**src/rtl/dendritic_compartment_mc.sv**
```systemverilog
// Time-multiplexed multi-channel dendritic compartment: one shared datapath sweeps
// N_CH channels per sample strobe. Define DENDRITIC_MC_SATURATE_EN to saturate comb/out.
//
// Ca2+ FSM (per channel):
//   state      | meaning
//   CA_IDLE    | waiting for apical depot to exceed ca_threshold
//   CA_PLATEAU | Ca2+ plateau active, cnt counts remaining sweeps
//   CA_REFRACT | refractory, threshold ignored, cnt counts remaining sweeps
module dendritic_compartment_mc #(
   parameter int WIDTH       = 18,
   parameter int FRAC        = 14,
   parameter int N_CH        = 4,
   parameter int CABLE_ALPHA = 410,
   parameter int CA_ALPHA    = 137,
   parameter int K_APICAL    = 4096,
   parameter int K_BAC       = 24576,
   parameter int BAC_THRESH  = 4096,
   parameter int PLATEAU_CYC = 120,
   parameter int REFRAC_CYC  = 40,
   parameter int BAC_WIN     = 20,
   localparam int CH_W       = (N_CH > 1) ? $clog2(N_CH) : 1
) (
   input  logic                    clk,
   input  logic                    rst_n,
   input  logic                    clk_en,
   input  logic [N_CH*WIDTH-1:0]   basal_in,
   input  logic [N_CH*WIDTH-1:0]   apical_in,
   input  logic [WIDTH-1:0]        apical_gain,
   input  logic [WIDTH-1:0]        ca_threshold,
   input  logic                    overrun_clr,
   output logic                    busy,
   output logic                    out_valid,
   output logic [CH_W-1:0]         out_ch,
   output logic [WIDTH-1:0]        out_data,
   output logic                    out_ca_plateau,
   output logic                    out_bac,
   output logic                    done,
   output logic                    overrun
);

   localparam int P       = 2 * WIDTH;
   localparam int W1      = WIDTH + 1;
   localparam int CNT_MAX = (PLATEAU_CYC > REFRAC_CYC) ? PLATEAU_CYC : REFRAC_CYC;
   localparam int CNT_W   = (CNT_MAX > 0) ? $clog2(CNT_MAX + 1) : 1;
   localparam int WIN_W   = (BAC_WIN > 0) ? $clog2(BAC_WIN + 1) : 1;

   localparam logic signed [P-1:0] CABLE_K = P'(CABLE_ALPHA);
   localparam logic signed [P-1:0] CA_K    = P'(CA_ALPHA);
   localparam logic signed [P-1:0] KAP     = P'(K_APICAL);
   localparam logic signed [P-1:0] KBAC    = P'(K_BAC);
   localparam logic signed [P-1:0] ONE_P   = P'(2 ** FRAC);
   localparam logic signed [P-1:0] BT_P    = P'(BAC_THRESH);
   localparam logic signed [P-1:0] NBT_P   = P'(-BAC_THRESH);
   localparam logic signed [WIDTH-1:0] ONE_W = WIDTH'(2 ** FRAC);

   localparam logic [CH_W-1:0]  LAST_CH  = CH_W'(N_CH - 1);
   localparam logic [CNT_W-1:0] PL_LOAD  = CNT_W'((PLATEAU_CYC > 0) ? PLATEAU_CYC - 1 : 0);
   localparam logic [CNT_W-1:0] RF_LOAD  = CNT_W'((REFRAC_CYC > 0) ? REFRAC_CYC - 1 : 0);
   localparam logic [WIN_W-1:0] WIN_LOAD = WIN_W'(BAC_WIN);

`ifdef DENDRITIC_MC_SATURATE_EN
   localparam logic signed [P-1:0] MAX_P = P'((2 ** (WIDTH - 1)) - 1);
   localparam logic signed [P-1:0] MIN_P = P'(-(2 ** (WIDTH - 1)));

   function automatic logic signed [WIDTH-1:0] sat_w(input logic signed [P-1:0] x);
      if (x > MAX_P)      return WIDTH'(MAX_P);
      else if (x < MIN_P) return WIDTH'(MIN_P);
      else                return WIDTH'(x);
   endfunction
`endif

   typedef enum logic [1:0] {
      CA_IDLE    = 2'd0,
      CA_PLATEAU = 2'd1,
      CA_REFRACT = 2'd2
   } ca_state_t;

   // Snapshot taken at sweep start so inputs may change mid-sweep.
   logic signed [WIDTH-1:0] basal_q  [N_CH];
   logic signed [WIDTH-1:0] apical_q [N_CH];
   logic signed [WIDTH-1:0] gain_q;
   logic signed [WIDTH-1:0] thr_q;

   logic signed [WIDTH-1:0] depot_q [N_CH];
   logic signed [WIDTH-1:0] ca_q    [N_CH];
   ca_state_t               st_q    [N_CH];
   logic [CNT_W-1:0]        cnt_q   [N_CH];
   logic [WIN_W-1:0]        win_q   [N_CH];

   logic                    busy_q;
   logic [CH_W-1:0]         ch_q;
   logic                    overrun_q;
   logic                    out_valid_q;
   logic [CH_W-1:0]         out_ch_q;
   logic [WIDTH-1:0]        out_data_q;
   logic                    plat_q;
   logic                    bac_q;
   logic                    done_q;

   logic signed [WIDTH-1:0] basal_c, apical_c, depot_c, ca_c, ca_use;
   ca_state_t               st_c, st_d;
   logic [CNT_W-1:0]        cnt_c, cnt_d;
   logic [WIN_W-1:0]        win_c, win_d;
   logic signed [WIDTH-1:0] a_w, ca_tgt, comb_w;
   logic signed [W1-1:0]    diff_dep, diff_ca;
   logic signed [WIDTH-1:0] depot_d, ca_d, out_d;
   logic signed [P-1:0]     ap_term, gain_sel;
   logic                    basal_active, bac_d;

   always_comb begin
      basal_c  = basal_q[ch_q];
      apical_c = apical_q[ch_q];
      depot_c  = depot_q[ch_q];
      ca_c     = ca_q[ch_q];
      st_c     = st_q[ch_q];
      cnt_c    = cnt_q[ch_q];
      win_c    = win_q[ch_q];

      a_w      = WIDTH'((P'(apical_c) * P'(gain_q)) >>> FRAC);
      diff_dep = W1'(a_w) - W1'(depot_c);
      depot_d  = depot_c + WIDTH'((P'(diff_dep) * CABLE_K) >>> FRAC);

      ca_tgt   = (st_c == CA_PLATEAU) ? ONE_W : '0;
      diff_ca  = W1'(ca_tgt) - W1'(ca_c);
      ca_d     = ca_c + WIDTH'((P'(diff_ca) * CA_K) >>> FRAC);

      basal_active = (P'(basal_c) > BT_P) || (P'(basal_c) < NBT_P);
      bac_d        = (st_c == CA_PLATEAU) && (basal_active || (win_c != '0));
      if (basal_active)     win_d = WIN_LOAD;
      else if (win_c != '0) win_d = win_c - 1'b1;
      else                  win_d = win_c;

      st_d  = st_c;
      cnt_d = cnt_c;
      case (st_c)
         CA_IDLE: begin
            if (depot_c > thr_q) begin
               if (PLATEAU_CYC > 0) begin
                  st_d  = CA_PLATEAU;
                  cnt_d = PL_LOAD;
               end else if (REFRAC_CYC > 0) begin
                  st_d  = CA_REFRACT;
                  cnt_d = RF_LOAD;
               end
            end
         end
         CA_PLATEAU: begin
            if (cnt_c == '0) begin
               if (REFRAC_CYC > 0) begin
                  st_d  = CA_REFRACT;
                  cnt_d = RF_LOAD;
               end else begin
                  st_d = CA_IDLE;
               end
            end else begin
               cnt_d = cnt_c - 1'b1;
            end
         end
         CA_REFRACT: begin
            if (cnt_c == '0) st_d = CA_IDLE;
            else             cnt_d = cnt_c - 1'b1;
         end
         default: begin
            st_d  = CA_IDLE;
            cnt_d = '0;
         end
      endcase

      ca_use   = ca_c[WIDTH-1] ? '0 : ca_c;
      ap_term  = (P'(ca_use) * KAP) >>> FRAC;
      gain_sel = bac_d ? KBAC : ONE_P;
`ifdef DENDRITIC_MC_SATURATE_EN
      comb_w   = sat_w(P'(basal_c) + ap_term);
      out_d    = sat_w((P'(comb_w) * gain_sel) >>> FRAC);
`else
      comb_w   = WIDTH'(P'(basal_c) + ap_term);
      out_d    = WIDTH'((P'(comb_w) * gain_sel) >>> FRAC);
`endif
   end

   always_ff @(posedge clk or negedge rst_n) begin
      if (!rst_n) begin
         for (int i = 0; i < N_CH; i++) begin
            basal_q[i]  <= '0;
            apical_q[i] <= '0;
            depot_q[i]  <= '0;
            ca_q[i]     <= '0;
            st_q[i]     <= CA_IDLE;
            cnt_q[i]    <= '0;
            win_q[i]    <= '0;
         end
         gain_q      <= '0;
         thr_q       <= '0;
         busy_q      <= 1'b0;
         ch_q        <= '0;
         overrun_q   <= 1'b0;
         out_valid_q <= 1'b0;
         out_ch_q    <= '0;
         out_data_q  <= '0;
         plat_q      <= 1'b0;
         bac_q       <= 1'b0;
         done_q      <= 1'b0;
      end else begin
         out_valid_q <= 1'b0;
         out_ch_q    <= '0;
         out_data_q  <= '0;
         plat_q      <= 1'b0;
         bac_q       <= 1'b0;
         done_q      <= 1'b0;

         if (clk_en && busy_q) overrun_q <= 1'b1;
         else if (overrun_clr) overrun_q <= 1'b0;

         if (!busy_q) begin
            if (clk_en) begin
               for (int i = 0; i < N_CH; i++) begin
                  basal_q[i]  <= basal_in[i*WIDTH +: WIDTH];
                  apical_q[i] <= apical_in[i*WIDTH +: WIDTH];
               end
               gain_q <= apical_gain;
               thr_q  <= ca_threshold;
               busy_q <= 1'b1;
               ch_q   <= '0;
            end
         end else begin
            out_valid_q   <= 1'b1;
            out_ch_q      <= ch_q;
            out_data_q    <= out_d;
            plat_q        <= (st_c == CA_PLATEAU);
            bac_q         <= bac_d;
            depot_q[ch_q] <= depot_d;
            ca_q[ch_q]    <= ca_d;
            st_q[ch_q]    <= st_d;
            cnt_q[ch_q]   <= cnt_d;
            win_q[ch_q]   <= win_d;
            if (ch_q == LAST_CH) begin
               busy_q <= 1'b0;
               done_q <= 1'b1;
               ch_q   <= '0;
            end else begin
               ch_q <= ch_q + 1'b1;
            end
         end
      end
   end

   assign busy           = busy_q;
   assign out_valid      = out_valid_q;
   assign out_ch         = out_ch_q;
   assign out_data       = out_data_q;
   assign out_ca_plateau = plat_q;
   assign out_bac        = bac_q;
   assign done           = done_q;
   assign overrun        = overrun_q;

endmodule

```
**config.mk**
```make
export PLATFORM = sky130hd
export DESIGN_NAME = dendritic_compartment_mc
export DESIGN_NICKNAME = d
export VERILOG_FILES = /design/src/rtl/dendritic_compartment_mc.sv
export SDC_FILE = /design/constraint.sdc
export NUM_CORES = 2
export LEC_CHECK = 0
export BUFFER_PORTS_ARGS = -buffer_cell sky130_fd_sc_hd__buf_4
export CORE_MARGIN = 10
export CORE_UTILIZATION = 42
export DETAILED_ROUTE_END_ITERATION = 10
export PLACE_DENSITY_LB_ADDON = 0.12
export SETUP_SLACK_MARGIN = 0.02
export SLEW_MARGIN = 30
export SYNTH_ARGS = -nofsm -noshare
export SYNTH_HDL_FRONTEND = slang
export SYNTH_SLANG_ARGS = --single-unit
```
**constraint.sdc**
```tcl
create_clock -name clk -period 13.3 [get_ports clk]
set_input_delay 1.995 -clock clk [delete_from_list [all_inputs] [get_ports clk]]
set_output_delay 1.995 -clock clk [all_outputs]
set_load 0.03 [all_outputs]
```
# Yosys cells after proc, flatten, opt, wreduce, memory -nomap -nowiden
# Cells that the tools add are included.
totals:
  reg_bits: 408
op_classes:
  n_addsub: 8
  n_mul: 4
  order_cmp: 5
  eq_ne: 3
  muxes: 62
  n_bitwise: 2
  n_reduce_logical: 11
op_table:
  columns: ["cell", "n"]
  rows:
  - ["18-bit two-way mux", 10]
  - ["18-bit binary-select mux with 2-bit select", 4]
  - ["72-bit bitwise mux", 2]
  - ["19-bit by 9-bit multiplier with 28-bit output, second input constant", 2]
  - ["7-bit two-way mux", 6]
  - ["18-bit demux with 2-bit select", 1]
  - ["18-bit by 16-bit multiplier with 32-bit output", 1]
  - ["18-bit by 18-bit multiplier with 32-bit output", 1]
  - ["28-bit bitwise mux", 1]
  - ["5-bit two-way mux", 5]
  - ["7-bit one-hot mux with 3 select lines", 1]
  - ["20-bit bitwise mux", 1]
  - ["2-bit two-way mux", 10]
  - ["16-bit by 18-bit subtractor with 19-bit output", 1]
  - ["18-bit by 18-bit subtractor with 19-bit output", 1]
  - ["18-bit by 14-bit adder with 18-bit output", 1]
  - ["18-bit by 15-bit adder with 18-bit output", 1]
  - ["18-bit by 16-bit adder with 18-bit output", 1]
  - ["18-bit by 14-bit > comparator with 1-bit output, second input constant", 1]
  - ["18-bit > comparator", 1]
  - ["18-bit by 13-bit less-than comparator with 1-bit output, second input constant", 1]
  - ["17-bit two-way mux", 1]
  - ["15-bit two-way mux", 1]
  - ["7-bit binary-select mux with 2-bit select", 1]
  - ["25 further kinds", 39]

# Depth between registers and ports, before layout
logic_depth:
  depth_word: 11
  ltp_mapped: 66
  depth_no_buf: 59

# Least setup slack after synthesis
# Ideal clock, no wire load.
synth_path:
  path_type: "reg-to-reg"
  start: "reg ch_q[0]"
  end: "reg depot_q[17] in the netlist's numbering"
  setup_ns: 0.125
  t_arrival_ns: 14.556
  required_time_ns: 13.175
  path_slack_ns: -1.381
  stages_incl_launch_ff: 63
  period_less_slack_ns: 14.681
  path_cell_list: "dfrtp_1 -> buf_6 -> buf_12 -> buf_12 -> buf_6 -> buf_6 -> buf_4 -> buf_2 -> mux4_2 -> clkbuf_1 -> and2_1 -> fa_1 -> inv_1 -> fa_1 -> fa_1 -> inv_1 -> fa_1 -> fa_1 -> [27 not listed] -> o21a_1 -> o21ai_0 -> o22a_1 -> o31ai_1 -> a211o_1 -> a21oi_1 -> o21ai_0 -> a21o_1 -> xor2_1 -> ha_1 -> a21oi_1 -> o21ai_0 -> a2111oi_0 -> o31ai_1 -> nand3_1 -> nand2_1 -> xnor3_1 -> mux2_2"
synth_between:
  elab_chain_cells: 9
  word_cells_on_any_way: 17
  classes_between: "add/sub: 2; mul: 2; order compare: 2; mux: 9; bitwise: 1; reduce/logical: 1"
synth_lines:
  columns: ["item", "line", "rtl"]
  rows:
  - ["start, declared", "91", "logic [CH_W-1:0] ch_q;"]
  - ["start signal, assigned", "241", "ch_q <= ch_q + 1'b1;"]
  - ["2-bit NOT with 3-bit output (implied by the code) *", "112, 113, 231", null]
  - ["18-bit binary-select mux with 2-bit select", "112", "apical_c = apical_q[ch_q];"]
  - ["18-bit two-way mux (implied by the code) (2 in a row)", "112", null]
  - ["18-bit by 18-bit multiplier with 32-bit output", "119", "a_w = WIDTH'((P'(apical_c) * P'(gain_q)) >>> FRAC);"]
  - ["18-bit by 18-bit subtractor with 19-bit output", "120", "diff_dep = W1'(a_w) - W1'(depot_c);"]
  - ["19-bit by 9-bit multiplier with 28-bit output", "121", "depot_d = depot_c + WIDTH'((P'(diff_dep) * CABLE_K) >>> FRAC);"]
  - ["18-bit by 15-bit adder with 18-bit output", "121", null]
  - ["72-bit bitwise mux *", "231", "depot_q[ch_q] <= depot_d;"]
  - ["end signal, assigned by index", "231", null]
  - ["end, declared", "84", "logic signed [WIDTH-1:0] depot_q [N_CH];"]
# Every way passes the cells marked *; elsewhere a longest branch is shown, timed or not. The select of a mux whose other input is x is not followed.
# A chain may end at the register's enable or synchronous reset.

# Worst setup path in the final report
layout_path:
  start: "reg ch_q[0]"
  end: "reg depot_q[70] in the netlist's numbering"
# Same word-level chain as after synthesis.

==> metrics <==
Top Usage Layer GRT=met2; most frequent cell after synthesis=inv_1; clk buf depth=3; min-delay worst type=reg -> reg; area share of the largest cell type after synthesis=0.2679; outcome=finished, violations left; largest net degree at the start of global routing=between 150 and 200; mapped cell area=~38000 um^2; Compound-Gate Fraction of Synth Area=0.06926; Placement Setup Slack=-0.4193 ns; CP Launch Type=register; met3 GRT Util=0.02530; sequential fraction of the synthesis area=0.2679; Slew @ Worst Pin=between 0.9 and 1 ns; WL per Instance=between 15 and 20 um; IO Count=210; Post-Place Cells=between 5000 and 6000; row count=between 100 and 150; Ys Warns=0; die area=around 100000 um^2; # setup viols final=2; hold path start=win_q[5]; CTS tree=built; setup ws final=-0.02983 ns; Synthesized Nets=around 4500; slowest CP cell=fa_1; number of flops mapped to enable cells by yosys=0; Die Y=approximately 320 um; multiplexer share of the synthesized area=0.1348; RSZ-0062 raised after global routing=yes; Post-Synth Simple-Gate Area=0.1012; clk sinks=about 410; Data required, critical path=approximately 14 ns; WS Path Type=reg -> reg; fin nets=around 4900; DRT antenna net count=0; RR Startpoint=ch_q[0]; GP Congestion=about 0.83; vias=26160; antenna violations before repair=2; first-pass GRT wire length=between 150 and 200 mm; Die W=approximately 320 um; failing checks=negative setup slack; clock slew at reported path FFs=0.06 ns; hpwl dp=about 75 mm; CP arrival=roughly 14 ns; crit path capture type=register; CP dominant cell by count=fa_1; vias in the first global route=approximately 28000; synthesized area per cell=roughly 11 um^2; Root Buffer Master=clkbuf_16; Area Overhead vs Synth=20.10%; core area=90010 um^2; area leader, netlist=dfrtp_1; H-tree levels=2; First DRT Iteration DRCs=1146; total wire length=between 90 and 100 mm; Slew Limit Headroom=0.3362; Fmax=75.02 MHz; DRT Pass-1 Iters=6; Hold Vio Cnt, Final=0; CP max stage delay=about 0.56 ns; Primary FF master, synth=dfrtp_1; post-synthesis cell count=roughly 3500; Initial Util=0.4235; Tmin final=roughly 13 ns; port bufs=between 200 and 250; clk_skew=roughly 0.05 ns; MaxCap Viol Count=0; asr flop ratio synth=1.000; Final Non-Filler Cells=5157; Adder-Cell Fraction of Synth Area=0.3222; CP Launch Point=ch_q[0]; Global Route Usage Sum=0.1898; Filler cells=about 8300; Tcrit/Tclk final=1.002; vias per inst=5.073; global-route met1 utilization=0.2501; most frequent cells after synthesis=inv_1, ha_1, dfrtp_1; largest family of logic cells by synthesized area=adder cells; number of distinct library cells after synthesis=85; share of layout cells above drive strength 1=0.2963; Yosys reg bits=between 400 and 500; met2 GRT Util=0.3296; Post-Synth XOR/XNOR Area=0.04254; top post-synthesis cells by area=dfrtp_1, fa_1, ha_1; Hold WS=approximately 0.47 ns; Final Slew Violations=0; GR Overflow Total=0; cts bufs inserted=48; cts hold-fix bufs=0; # DRC=0; Worst-Skew Late Latency=0.64 ns; maximum net fanout on the critical path=6
-- worst max-delay path: cells and delay by family, from the launching register on --
family | cells | cell delay, ns
AO/OA/AOI/OAI | 22 | 4.15
flip-flops | 1 | 0.49
buffers and inverters | 10 | 0.84
XOR/XNOR | 4 | 0.68
multiplexers | 1 | 0.49
AND/OR/NAND/NOR | 9 | 1.36
adder cells (fa/ha/maj) | 13 | 5.14
-- layer usage --
metal	vias up	routed length [um]
li1	12600	-
met1	13150	43600
met2	326	47570
met3	86	3306
met4	0	1708
met5	-	0
-- layout make-up --
type	count	area [um^2]	area share
clock inverters	17	250.2	0.005467
repair buffers	501	3985	0.08706
flip-flops and latches	408	10220	0.2232
clock buffers	66	1329	0.02903
well taps	1176	1471	0.03214
multi-input cells	2504	26700	0.5834
diodes	2	5.005	0.0001093
inverters	483	1813	0.03961
-- per-stage QoR --
stage            util  setup TNS, ns  instance area (um^2)
6_report       0.5086       -0.04352                 45780
5_1_grt        0.5086         -13.05                 45780
4_1_cts        0.4984              0                 44860
3_5_place_dp   0.4726         -6.243                 42540
3_3_place_gp   0.4726         -3.507                 42540
2_1_floorplan       -         -1.373                 38400
-- cell families (layout without fill, tap and decap cells) --
kind of cell | after synthesis | count (layout)
buffers and inverters | 607 | 1067
DFF | 408 | 408
muxes | 370 | 370
adders and majority gates | 773 | 773
xor gates and xnor gates | 181 | 181
and+or+nand+nor | 767 | 767
other | 0 | 2
AOI/OAI and AO/OA | 413 | 413
-- final timing paths --
path	to	slack, ns	cells past startpoint
worst max-delay path	depot_q[70]	-0.03	59
worst min-delay path	win_q[5]	0.47	2
worst max register to register	depot_q[70]	-0.03	59
worst min register to register	win_q[5]	0.47	2
max in group asynchronous	basal_q[56]	9.31	5
min in group asynchronous	thr_q[14]	1.22	1
-- layout by cell type, fill, tap and decap left out, types with 8 or more instances in the layout --
cell type and instances:
nand3_1 14, ha_4 24, o21ai_1 29, nand2_1 275, nor2b_1 30, ha_2 10
nor2_2 14, clkbuf_1 12, o31ai_1 21, a21oi_2 21, and3_1 17, o21ai_0 105
o21a_1 20, mux4_2 84, o21bai_1 14, nor2_1 78, and2_1 180, mux2_2 274
buf_4 466, nand4_1 11, fa_2 18, dfrtp_1 405, xor2_1 49, a21oi_1 68
and2_4 28, inv_2 23, a211oi_1 8, a21o_1 46, xnor2_2 20, ha_1 390
nand2b_1 27, buf_6 23, fa_1 330, or3_1 10, nor3_1 30, inv_1 460
clkbuf_16 48, xnor2_1 102
-- flip-flops by register name, indices dropped and copies added, names as in the netlist --
name,flops
apical_q,72
basal_q,72
busy,1
ca_q,72
ch_q,2
cnt_q,28
depot_q,72
done,1
gain_q,18
out_bac,1
out_ca_plateau,1
out_ch,2
out_data,18
out_valid,1
overrun,1
st_q,8
thr_q,18
win_q,20
-- repair_timing --
action	in CTS	in global routing
setup buffers	35	34
gates resized for setup	85	146
pin swaps	76	106
setup endpoints to repair	32	48
Power is left out: the tool's default activity adds up to more than one toggle a clock period on the data nets, which glitch-free logic cannot reach.
